## src/rtl/hazard_scoreboard.sv

```systemverilog
// Decode-stage interlock: per-register countdowns until a writer's result is forwardable.
// hazard_stall is combinational from registered state; state updates on the issue edge.
module hazard_scoreboard #(
   parameter int LOAD_LAT = 2,
   parameter int WB_LAT   = 3,
   parameter int CNT_W    = 2
) (
   input  logic       clk,
   input  logic       reset_n,
   input  logic       stall_all,
   input  logic       flush,
   input  logic       issue_valid,
   input  logic       ld_regfile,
   input  logic [2:0] dest_reg,
   input  logic       byte_read,
   input  logic       word_read,
   input  logic       trap_instr,
   input  logic       sr1_used,
   input  logic [2:0] sr1_reg,
   input  logic       sr2_used,
   input  logic [2:0] sr2_reg,
   output logic       hazard_stall,
   output logic       issue_fire,
   output logic [7:0] pending_mask,
   output logic [15:0] stall_count
);

   logic [CNT_W-1:0] cnt [8];
   logic [CNT_W-1:0] issue_lat;
   logic             is_load;

   assign is_load = byte_read || word_read;

   always_comb begin
      issue_lat = '0;
      if (trap_instr)
         issue_lat = CNT_W'(WB_LAT);
      else if (is_load)
         issue_lat = CNT_W'(LOAD_LAT);
   end

   assign hazard_stall = issue_valid && !flush &&
                         ((sr1_used && (cnt[sr1_reg] != '0)) ||
                          (sr2_used && (cnt[sr2_reg] != '0)));

   assign issue_fire = issue_valid && !hazard_stall && !stall_all && !flush;

   always_comb begin
      pending_mask = '0;
      for (int r = 0; r < 8; r++)
         pending_mask[r] = (cnt[r] != '0);
   end

   // The newest writer's latency overrides that entry's decrement (WAW).
   always_ff @(posedge clk or negedge reset_n) begin
      if (!reset_n) begin
         for (int r = 0; r < 8; r++)
            cnt[r] <= '0;
      end else if (flush) begin
         for (int r = 0; r < 8; r++)
            cnt[r] <= '0;
      end else if (!stall_all) begin
         for (int r = 0; r < 8; r++) begin
            if (issue_fire && ld_regfile && (dest_reg == 3'(r)))
               cnt[r] <= issue_lat;
            else if (cnt[r] != '0)
               cnt[r] <= cnt[r] - CNT_W'(1);
         end
      end
   end

   always_ff @(posedge clk or negedge reset_n) begin
      if (!reset_n)
         stall_count <= '0;
      else if (hazard_stall && !stall_all && !flush && (stall_count != 16'hFFFF))
         stall_count <= stall_count + 16'd1;
   end

endmodule

```

## config.mk

```make
export PLATFORM = sky130hd
export DESIGN_NAME = hazard_scoreboard
export DESIGN_NICKNAME = d
export VERILOG_FILES = /design/src/rtl/hazard_scoreboard.sv
export SDC_FILE = /design/constraint.sdc
export NUM_CORES = 1
export LEC_CHECK = 0
export CORE_ASPECT_RATIO = 1.5
export CORE_MARGIN = 3
export CORE_UTILIZATION = 35
export CTS_CLUSTER_SIZE = 30
export DETAILED_ROUTE_END_ITERATION = 6
export PLACE_DENSITY_LB_ADDON = 0.25
export SLEW_MARGIN = 20
export SYNTH_ARGS = -nofsm -noshare
export SYNTH_HDL_FRONTEND = slang
export SYNTH_SLANG_ARGS = --single-unit
```

## constraint.sdc

```tcl
create_clock -name clk -period 5.6 [get_ports clk]
set_input_delay 0.84 -clock clk [delete_from_list [all_inputs] [get_ports clk]]
set_output_delay 0.84 -clock clk [all_outputs]
set_load 0.05 [all_outputs]
```

---- Yosys cells after proc, flatten, opt, wreduce, memory -nomap -nowiden ----
Index checks and enable logic that the tools add are counted.
operators by class
  $add $sub $neg .......................... 9
  magnitude comparators ................... 2
  equal/unequal tests ..................... 9
  muxes and demuxes ....................... 26
  bitwise gates (word level) .............. 2
  reduce and logical (&&, ||, !) cells .... 51
operator list
  cell                     count
  $mux W2                  22
  $mux W16                 2
  $reduce_bool A3 Y1       8
  $reduce_bool A2 Y1       10
  $logic_and A1 B1 Y1      19
  $add A16 B1 Y16 const B  1
  $ne A16 B16 Y1 const B   1
  $reduce_and A2 Y1        8
  $sub A2 B1 Y2 const B    8
  $bmux W2 S3              2
  $eq A3 B3 Y1 const B     4
  $ge A4 B4 Y1 const B     2
  $not A3 Y4               2
  $eq A3 B2 Y1 const B     2
  $eq A3 B1 Y1 const B     1
  $logic_not A1 Y1         3
  $logic_not A3 Y1         1
  $logic_or A1 B1 Y1       2
  $ne A2 B1 Y1 const B     1
word-level totals
  register bits after elaboration ......... 32
  bits of input ports ..................... 20
  output and inout port bits .............. 26
  logic and storage cells ................. 108

---- Logic depth before layout (Yosys ltp) ----
Gate-level depths: netlist of the first run.
  word-level depth ........................ 17
  gate-level depth with buffers ........... 8
  depth with buffers taken out ............ 6

---- Worst setup path after synthesis of the first run ----
No wires, ideal clock.
  path type ............................... input-to-output
  start ................................... in sr2_reg[0]
  end ..................................... out hazard_stall
  data arrival time ....................... 2.286 ns
  slack ................................... 2.474 ns
  stages .................................. 5
  buffers on the path ..................... 1
  cells stage by stage .................... nor4b_1 a311oi_1 a32oi_2 buf_6 a21oi_1
between the ends
  word-level cells in the longest chain between the ends .. 8
RTL lines
  element                                     line  source
  start, declared                             21    input logic [2:0] sr2_reg,
  $not A3 Y4 (not written as such)            44    (sr2_used && (cnt[sr2_reg] != '0)));
  $bmux W2 S3                                 44
  $mux W2 (not written as such) (2 in a row)  44
  $reduce_bool A2 Y1                          44
  $logic_and A1 B1 Y1                         44
  $logic_or A1 B1 Y1                          43    ((sr1_used && (cnt[sr1_reg] != '0)) ||
  $logic_and A1 B1 Y1                         42    assign hazard_stall = issue_valid && !flush &&
  end, declared                               22    output logic hazard_stall,
Every way passes these cells. The select of a mux whose other input is x is not followed.

---- Worst setup path after layout of the first run ----
  start ................................... in sr1_reg[0]
  end ..................................... out issue_fire
between the ends
  word-level cells in the longest chain between the ends .. 12
RTL lines
  element                                     line  source
  start, declared                             19    input logic [2:0] sr1_reg,
  $not A3 Y4 (not written as such)            43
  $bmux W2 S3                                 43
  $mux W2 (not written as such) (2 in a row)  43
  $reduce_bool A2 Y1                          43
  $logic_and A1 B1 Y1                         43
  $logic_or A1 B1 Y1                          43
  $logic_and A1 B1 Y1                         42
  $logic_not A1 Y1                            46    assign issue_fire = issue_valid && !hazard_stall && !stall_all && !flush;
  $logic_and A1 B1 Y1 (3 in a row)            46
  end, declared                               23    output logic issue_fire,
Every way passes these cells. The select of a mux whose other input is x is not followed.

==> impl_metrics.tcl, run 1 <==
set metrics [dict create \
    antenna_cells 0 \
    power_frac_comb_pct 49.7 \
    cp_num_buf_inv 2 \
    crit_top_cell "clkdlybuf4s50_1" \
    design.die.area_mm2 0.007357 \
    layout.nets 319 \
    layout-drive-gt1-share_pct 9.278 \
    start_util_pct 37.29 \
    clk_pin_slew_ns 0.07 \
    fp.dieW_um 71.04 \
    die_y_um 103.6 \
    n_fill_cell 613 \
    grt_pass1_vias 2009 \
    syn2layout_area_growth_pct 26.87 \
    min_period_ns 4.292 \
    crit_path_max_incr_delay_ns 0.82 \
    hp-class "reg -> reg" \
    rsz0062_at_grt "no" \
    port_buffers 45 \
    clk_latency_ns 0.28 \
    wire_per_inst_um 15.19 \
    netlist_area_mm2 0.002221 \
    drt-pass1-iter-count 4 \
    async_reset_ff_share_pct 100.0 \
    grtUsageTotal_pct 16.05 \
    fin_crit_sh_pct 76.65 \
    timing.final.ws_setup_ns 1.308 \
    synth_top_flop_cell "dfrtp_1" \
    arrival_ns 3.45 \
    drcViolationCount 0 \
    num_vias 1945 \
    place_ws_ns 1.325 \
    avgViaCountPerCell 5.358 \
    synth_edf_count 0 \
    setup_tns_ns 0 \
    dp_hpwl_um 4147 \
    status "finished, final reports clean" \
    internal-power_uw 564.1 \
    ys_seq_area_share_pct 36.06 \
    power_switching_uw 443.2 \
    cts_max_path_buffers 2 \
    cp_max_fo 11 \
    required_ns 4.76 \
    worst_pin_slew_ns 0.5879 \
    synth.avg_cell_area_um2 9.065 \
    synth_warnings 0 \
    startpoint_type "input port" \
    p_seq_share_pct 31.8 \
    root_buffer "clkbuf_8" \
    synth_top_cell_area_share_pct 36.06 \
    gp_congestion 0.8400 \
    multiInputGateArea_mm2 0.001264 \
    ys_types 49 \
    path_delay_family "buffers and inverters" \
    p_leak_nw 1.212 \
    grt-ovfl-total 0 \
    synth-seq-cells 32 \
    cts_max_level 2 \
    grt_max_degree 37 \
    cap_violations 0 \
    max_freq_mhz 233.0 \
    grt_first_pass_wirelength_um 9653 \
    cts_tree "built" \
    cts_hold_buf 0 \
    synthCells 245 \
    seq_area_um2 800.8 \
    boundaryPins 46 \
    synth_fp_nets 274 \
    cts_buffers 5 \
    ant_nets 0 \
    maxSlewViolCount 0 \
    fin_util_pct 47.31 \
    finalSetupViolCount 0 \
    finalHoldViolCount 0 \
    pwr-share-clk_pct 18.5 \
    rows 34 \
    slowest_stage "clkdlybuf4s50_1" \
    final_cell_mix "clkdlybuf4s50_1 (45), dfrtp_1 (32), inv_1 (26)" \
    ir_drop_mv 0.2027 \
    power_density_mw_per_mm2 357.5 \
    cts_resized 0 \
    cp_cell_sequence "clkdlybuf4s50_1, nor4b_1, a41oi_1, a32oi_2, and3_2, clkdlybuf4s50_1" \
    synth.largest_area_cell "dfrtp_1" \
    worstSetupPathType "in -> out" \
    clock-sinks 32 \
    cts_setup_buffers 0 \
    finClkSkew_ns 0.004821 \
    synth_area_leaders "dfrtp_1 (36%), ha_1 (5.1%), inv_1 (4.4%), xnor2_1 (4.3%), mux2i_1 (3.6%)" \
    slew_headroom_pct 60.81 \
    netSwitchingFraction_pct 44.00 \
    drtIter0Drc 124 \
    core-area_mm2 0.005956 \
    end_kind "output port" \
    wl_um 5513 \
    antenna_found_initial 0 \
    mostFrequentLayoutCell "clkdlybuf4s50_1" \
]
cell families after synthesis:
logic type	share of synthesized area [%]
AO/OA/AOI/OAI	16.51
XOR/XNOR	5.915
adder cells (fa/ha/maj)	5.071
multiplexers	4.113
flip-flops	36.06
AND/OR/NAND/NOR	25.30
buffers and inverters	7.042
cells in the mapped netlist, drive strengths merged (5+ instances only):
| library cell | instances |
|---|---|
| mux2i | 8 |
| o21ai | 8 |
| nor3 | 14 |
| and4 | 5 |
| clkbuf | 6 |
| nand3 | 6 |
| xnor2 | 11 |
| nor3b | 9 |
| and3 | 5 |
| nor2 | 15 |
| a22oi | 5 |
| a211oi | 8 |
| ha | 9 |
| a21oi | 9 |
| dfrtp | 32 |
| nand2 | 12 |
| inv | 26 |
| nand4 | 12 |
per-stage QoR:
step,std cells,hold WS (ns),area [um2],total power [mW]
2_1_floorplan,245,0.5444,2221,0.6795
3_5_place_dp,355,0.4963,2725,0.8280
6_report,363,0.4984,2818,1.007
3_3_place_gp,355,0.4875,2725,0.8200
5_1_grt,363,0.5247,2818,1.086
4_1_cts,363,0.5072,2818,1.020
final timing paths:
check | start | endpoint | slack [ns] | cells past startpoint
worst min-delay path | stall_count[5] | stall_count[5] | 0.50 | 1
max in group asynchronous | reset_n | cnt[1] | 4.34 | 2
min in group asynchronous | reset_n | cnt[10] | 0.94 | 2
worst min register to register | stall_count[5] | stall_count[5] | 0.50 | 1
worst max-delay path | sr1_reg[0] | issue_fire | 1.31 | 6
worst max register to register | cnt[12] | cnt[8] | 3.34 | 6
power groups by stage:
stage          registers [mW]  logic [mW]  clock network (mW)
2_1_floorplan           0.350       0.329                   0
3_3_place_gp            0.327       0.493                   0
3_5_place_dp            0.325       0.503                   0
4_1_cts                 0.322       0.505               0.193
5_1_grt                 0.329       0.554               0.203
6_report                0.320       0.501               0.186
area by class of cell:
type | instances | area share [%]
Clock buffer | 6 | 2.931
Clock inverter | 2 | 0.3552
Inverter | 26 | 3.464
Multi-Input combinational cell | 177 | 44.85
Sequential cell | 32 | 28.42
Tap cell | 72 | 3.197
Timing Repair Buffer | 48 | 16.79
registers in the layout, summed over array words and instances, names as in the netlist:
name / cells
stall_count: 16
cnt: 16
routing by layer:
metal / wire (um) / vias to the layer above / track usage [%]
li1: - / 981 / -
met1: 2520 / 915 / 20.87
met2: 2675 / 42 / 26.16
met3: 238 / 7 / 3.488
met4: 78 / 0 / 5.242
met5: 0 / - / 0
Note: power is estimated with default switching activity, not from simulation.
==> run 2: changes to the inputs <==
==> constraint.sdc (replaced) <==
create_clock -name clk -period 4 [get_ports clk]
set_input_delay 0.6 -clock clk [delete_from_list [all_inputs] [get_ports clk]]
set_output_delay 0.6 -clock clk [all_outputs]
set_load 0.05 [all_outputs]
==> run 2 against run 1 <==
Combinational power increased by 41%. Critical path depth is the same. Final area up 0.58%. Via count up 3.5%.
==> impl_metrics.tcl, run 2 (synthesis gave the netlist of run 1 again) <==
set metrics [dict create \
    finalHoldViolCount 0 \
    setup_tns_ns 0 \
    layout.nets 321 \
    fin_crit_sh_pct 82.19 \
    avgViaCountPerCell 5.530 \
    cp_cell_sequence "clkdlybuf4s50_1, nor4b_1, a311oi_1, a32oi_2, a21oi_1, clkdlybuf4s50_1" \
    r2r-start "stall_count[0]" \
    cts_max_path_buffers 2 \
    hp-class "reg -> reg" \
    layout-drive-gt1-share_pct 9.932 \
    drcViolationCount 0 \
    m1WireLength_um 2448 \
    dp_hpwl_um 4144 \
    antenna_cells 0 \
    hold_depth 1 \
    required_ns 3.40 \
    r2r-end "stall_count[3]" \
    fin_area_mm2 0.002834 \
    boundaryPins 46 \
    clock-sinks 32 \
    die_y_um 103.6 \
    ir_drop_mv 0.3368 \
    dp.cells 357 \
    max_freq_mhz 304.2 \
    status "finished, final reports clean" \
    cts_hold_buf 0 \
    crit_path_max_incr_delay_ns 0.84 \
    clk_pin_slew_ns 0.07 \
    crit_top_cell "clkdlybuf4s50_1" \
    worst_pin_slew_ns 0.5348 \
    wire_per_inst_um 15.63 \
    rsz0062_at_grt "no" \
    rows 34 \
    cp_num_buf_inv 2 \
    root_buffer "clkbuf_8" \
    detailed_place.area_mm2 0.002738 \
    end_kind "output port" \
    cts_setup_buffers 0 \
    wl_um 5689 \
    finalSetupViolCount 0 \
    mostFrequentLayoutCell "clkdlybuf4s50_1" \
    cap_violations 0 \
    r2r_slack_ns 1.93 \
    antenna_found_initial 0 \
    maxSlewViolCount 0 \
    clk_latency_ns 0.28 \
    grt_first_pass_wirelength_um 9625 \
    gp_congestion 0.8100 \
    cts_max_level 2 \
    cts_buffers 5 \
    slowest_stage "clkdlybuf4s50_1" \
    largest_registers "cnt: 16 flops, stall_count: 16 flops" \
    core-area_mm2 0.005956 \
    min_period_ns 3.287 \
    slew_headroom_pct 64.23 \
    cp_max_fo 8 \
    top_layer_used "met4" \
    p_leak_nw 1.222 \
    startpoint_type "input port" \
    n_fill_cell 592 \
    min-delay-start "stall_count[12]" \
    power_density_mw_per_mm2 503.4 \
    finalNonFillerCells 364 \
    wl_met3_um 342 \
    drt-pass1-iter-count 4 \
    drtIter0Drc 137 \
    dr_wl_met2_um 2829 \
    grt_max_degree 37 \
    path_delay_family "buffers and inverters" \
    port_buffers 45 \
    num_vias 2013 \
    cts_tree "built" \
    worstSetupPathType "in -> out" \
    grt_pass1_vias 2012 \
    final_cell_mix "clkdlybuf4s50_1 (44), dfrtp_1 (32), inv_1 (26)" \
    cts_resized 0 \
    start_util_pct 37.29 \
    r2r_cells 6 \
    design.die.area_mm2 0.007357 \
    fp.dieW_um 71.04 \
    finClkSkew_ns 0.005850 \
    arrival_ns 2.69 \
    hold_end "stall_count[12]" \
    syn2layout_area_growth_pct 27.61 \
    grt-ovfl-total 0 \
    ant_nets 0 \
    grtUsageTotal_pct 16.27 \
]
==> run 2: cell types whose count changed in the layout (fill, tap and decap cells not counted) <==
cell,before,now
buf_4,3,6
clkinv_2,2,0
clkdlybuf4s50_1,45,44
clkbuf_8,6,7
==> run 2: stage by stage <==
step                power, mW  hold slack [ns]  setup slack [ns]  utilization (%)
detailed placement      1.164           0.4894            0.7181            45.97
global placement        1.152           0.4857            0.7359            45.97
CTS                     1.444           0.5032            0.6999            47.58
floorplan              0.9513           0.3044             1.354                -
global route            1.535           0.5261            0.5585            47.58
finish                  1.427           0.5005            0.7125            47.58
==> run 2: report_power, final <==
part / switching (mW) / internal [mW] / total [mW]
clock: 0.120 / 0.153 / 0.274
sequential: 0.0703 / 0.377 / 0.448
combinational: 0.427 / 0.278 / 0.705
total: 0.618 / 0.809 / 1.43
==> run 2: how the worst max path moves through the flow <==
stage | from | end | slack [ns] | depth (start not counted)
6_report | sr2_reg[1] | hazard_stall | 0.71 | 6
5_1_grt | sr2_reg[1] | hazard_stall | 0.56 | 6
4_1_cts | sr2_reg[1] | hazard_stall | 0.70 | 6
3_5_place_dp | sr2_reg[1] | hazard_stall | 0.72 | 6
3_3_place_gp | sr2_reg[1] | hazard_stall | 0.74 | 6
2_1_floorplan | sr2_reg[0] | hazard_stall | 1.35 | 5
==> run 2: area by class of cell <==
type                       instances  area [um2]  area share [%]
inverter                          26       97.59           3.444
timing repair buffer              50       485.5           17.13
sequential                        32       800.8           28.26
clock buffer                       7       96.34           3.400
multi-input combinational        177        1264           44.59
tap                               72       90.09           3.179
==> run 2: per-layer routing <==
layer  vias up  track usage (%)
met1       969            19.87
met2        58            27.09
met4         0            5.108
met5         -                0
li1        979                -
met3         7            4.942
==> run 3: changes to the inputs <==
==> constraint.sdc (replaced) <==
create_clock -name clk -period 2.8 [get_ports clk]
set_input_delay 0.42 -clock clk [delete_from_list [all_inputs] [get_ports clk]]
set_output_delay 0.42 -clock clk [all_outputs]
set_load 0.05 [all_outputs]
==> run 3 against run 2 <==
Worst hold slack improved by 0.0010 ns. Clock skew rose by 0.0013 ns. Sequential share of layout area fell by 0.15 points. Die area did not move.
==> impl_metrics.tcl, run 3 (synthesis gave the netlist of run 1 again) <==
set metrics [dict create \
    status "finished, final reports clean" \
    grt_first_pass_wirelength_um 9611 \
    cts_max_level 2 \
    num_vias 1986 \
    dp_hpwl_um 4180 \
    gp_congestion 0.8468 \
    clk_pin_slew_ns 0.06 \
    power_density_mw_per_mm2 701.4 \
    cts_hold_buf 0 \
    grt_pass1_vias 2009 \
    start_util_pct 37.29 \
    root_buffer "clkbuf_8" \
    place_ws_ns 0.1217 \
    layout.nets 323 \
    ir_drop_mv 0.4395 \
    antenna_found_initial 0 \
    cp_max_fo 8 \
    worstSetupPathType "in -> out" \
    arrival_ns 2.22 \
    hp-class "reg -> reg" \
    drtIter0Drc 127 \
    rsz0062_at_grt "no" \
    clk_latency_ns 0.28 \
    finalHoldViolCount 0 \
    fin_crit_sh_pct 94.33 \
    die_y_um 103.6 \
    drt-pass1-iter-count 4 \
    finalNonFillerCells 366 \
    dp.cells 359 \
    required_ns 2.38 \
    grt_max_degree 34 \
    port_buffers 45 \
    layout-drive-gt1-share_pct 10.88 \
    wire_per_inst_um 15.45 \
    largest_registers "cnt: 16 flops, stall_count: 16 flops" \
    fp.dieW_um 71.04 \
    drcViolationCount 0 \
    cts_tree "built" \
    maxSlewViolCount 0 \
    avgViaCountPerCell 5.426 \
    setup_tns_ns 0 \
    startpoint_type "input port" \
    worst_pin_slew_ns 0.5105 \
    cts_buffers 5 \
    syn2layout_area_growth_pct 28.28 \
    final_cell_mix "clkdlybuf4s50_1 (42), dfrtp_1 (32), inv_1 (26)" \
    cts_max_path_buffers 2 \
    finClkSkew_ns 0.007118 \
    cap_violations 0 \
    ant_nets 0 \
    grt-ovfl-total 0 \
    slew_headroom_pct 65.86 \
    boundaryPins 46 \
    end_kind "output port" \
    power_mw 1.998 \
    min_period_ns 2.641 \
    core-area_mm2 0.005956 \
    antenna_cells 0 \
    wl_um 5654 \
    p_leak_nw 1.238 \
    rows 34 \
    mostFrequentLayoutCell "clkdlybuf4s50_1" \
    clock-sinks 32 \
    timing.final.ws_setup_ns 0.1589 \
    finalSetupViolCount 0 \
    design.die.area_mm2 0.007357 \
    max_freq_mhz 378.6 \
    grtUsageTotal_pct 15.93 \
]
[run 3: worst max-delay path: stages]
cell,delay [ns]
clkdlybuf4s50_1,0.54
nor4b_1,0.34
a311oi_1,0.10
a32oi_2,0.34
buf_4,0.20
a21oi_1,0.07
buf_4,0.21
[run 3: repair_timing]
item                                    CTS  global route
buffers inserted                          0             0
gates resized for setup                   0             2
endpoints found under the setup margin    0             1
[run 3: final timing paths]
check	start	to	slack, ns	depth (start not counted)
min reg2reg	stall_count[12]	stall_count[12]	0.50	1
max reg2reg	cnt[4]	cnt[14]	0.67	7
max	sr2_reg[1]	hazard_stall	0.16	7
min in group asynchronous	reset_n	cnt[4]	0.53	2
min	stall_count[12]	stall_count[12]	0.50	1
max in group asynchronous	reset_n	stall_count[12]	1.96	2
[run 3: metal layers]
metal / up-vias / GRT usage, % / wire (um)
met5: - / 0 / 0
met4: 0 / 4.435 / 68
met3: 5 / 4.070 / 291
met2: 43 / 26.29 / 2789
met1: 957 / 20.38 / 2504
li1: 981 / - / -
[run 3: layout make-up]
type,instances,area (um2)
Multi-Input combinational cell,177,1270
Inverter,26,97.59
Tap cell,72,90.09
Sequential cell,32,800.8
Clock inverter,1,5.005
Clock buffer,6,72.57
Fill cell,577,3107
Timing Repair Buffer,52,513.0
[run 3: report_power, final]
group | switching (mW) | internal, mW
sequential | 0.104 | 0.539
clock | 0.167 | 0.169
combinational | 0.614 | 0.406
total | 0.884 | 1.11
[run 3: metrics by stage]
stage                     area [um2]  utilization (%)  hold WS (ns)
after global routing            2849            47.84        0.5178
after CTS                       2840            47.69        0.5079
after floorplan                 2221                -        0.1244
final                           2849            47.84        0.5015
after detailed placement        2763            46.39        0.4978
after global placement          2763            46.39        0.4928
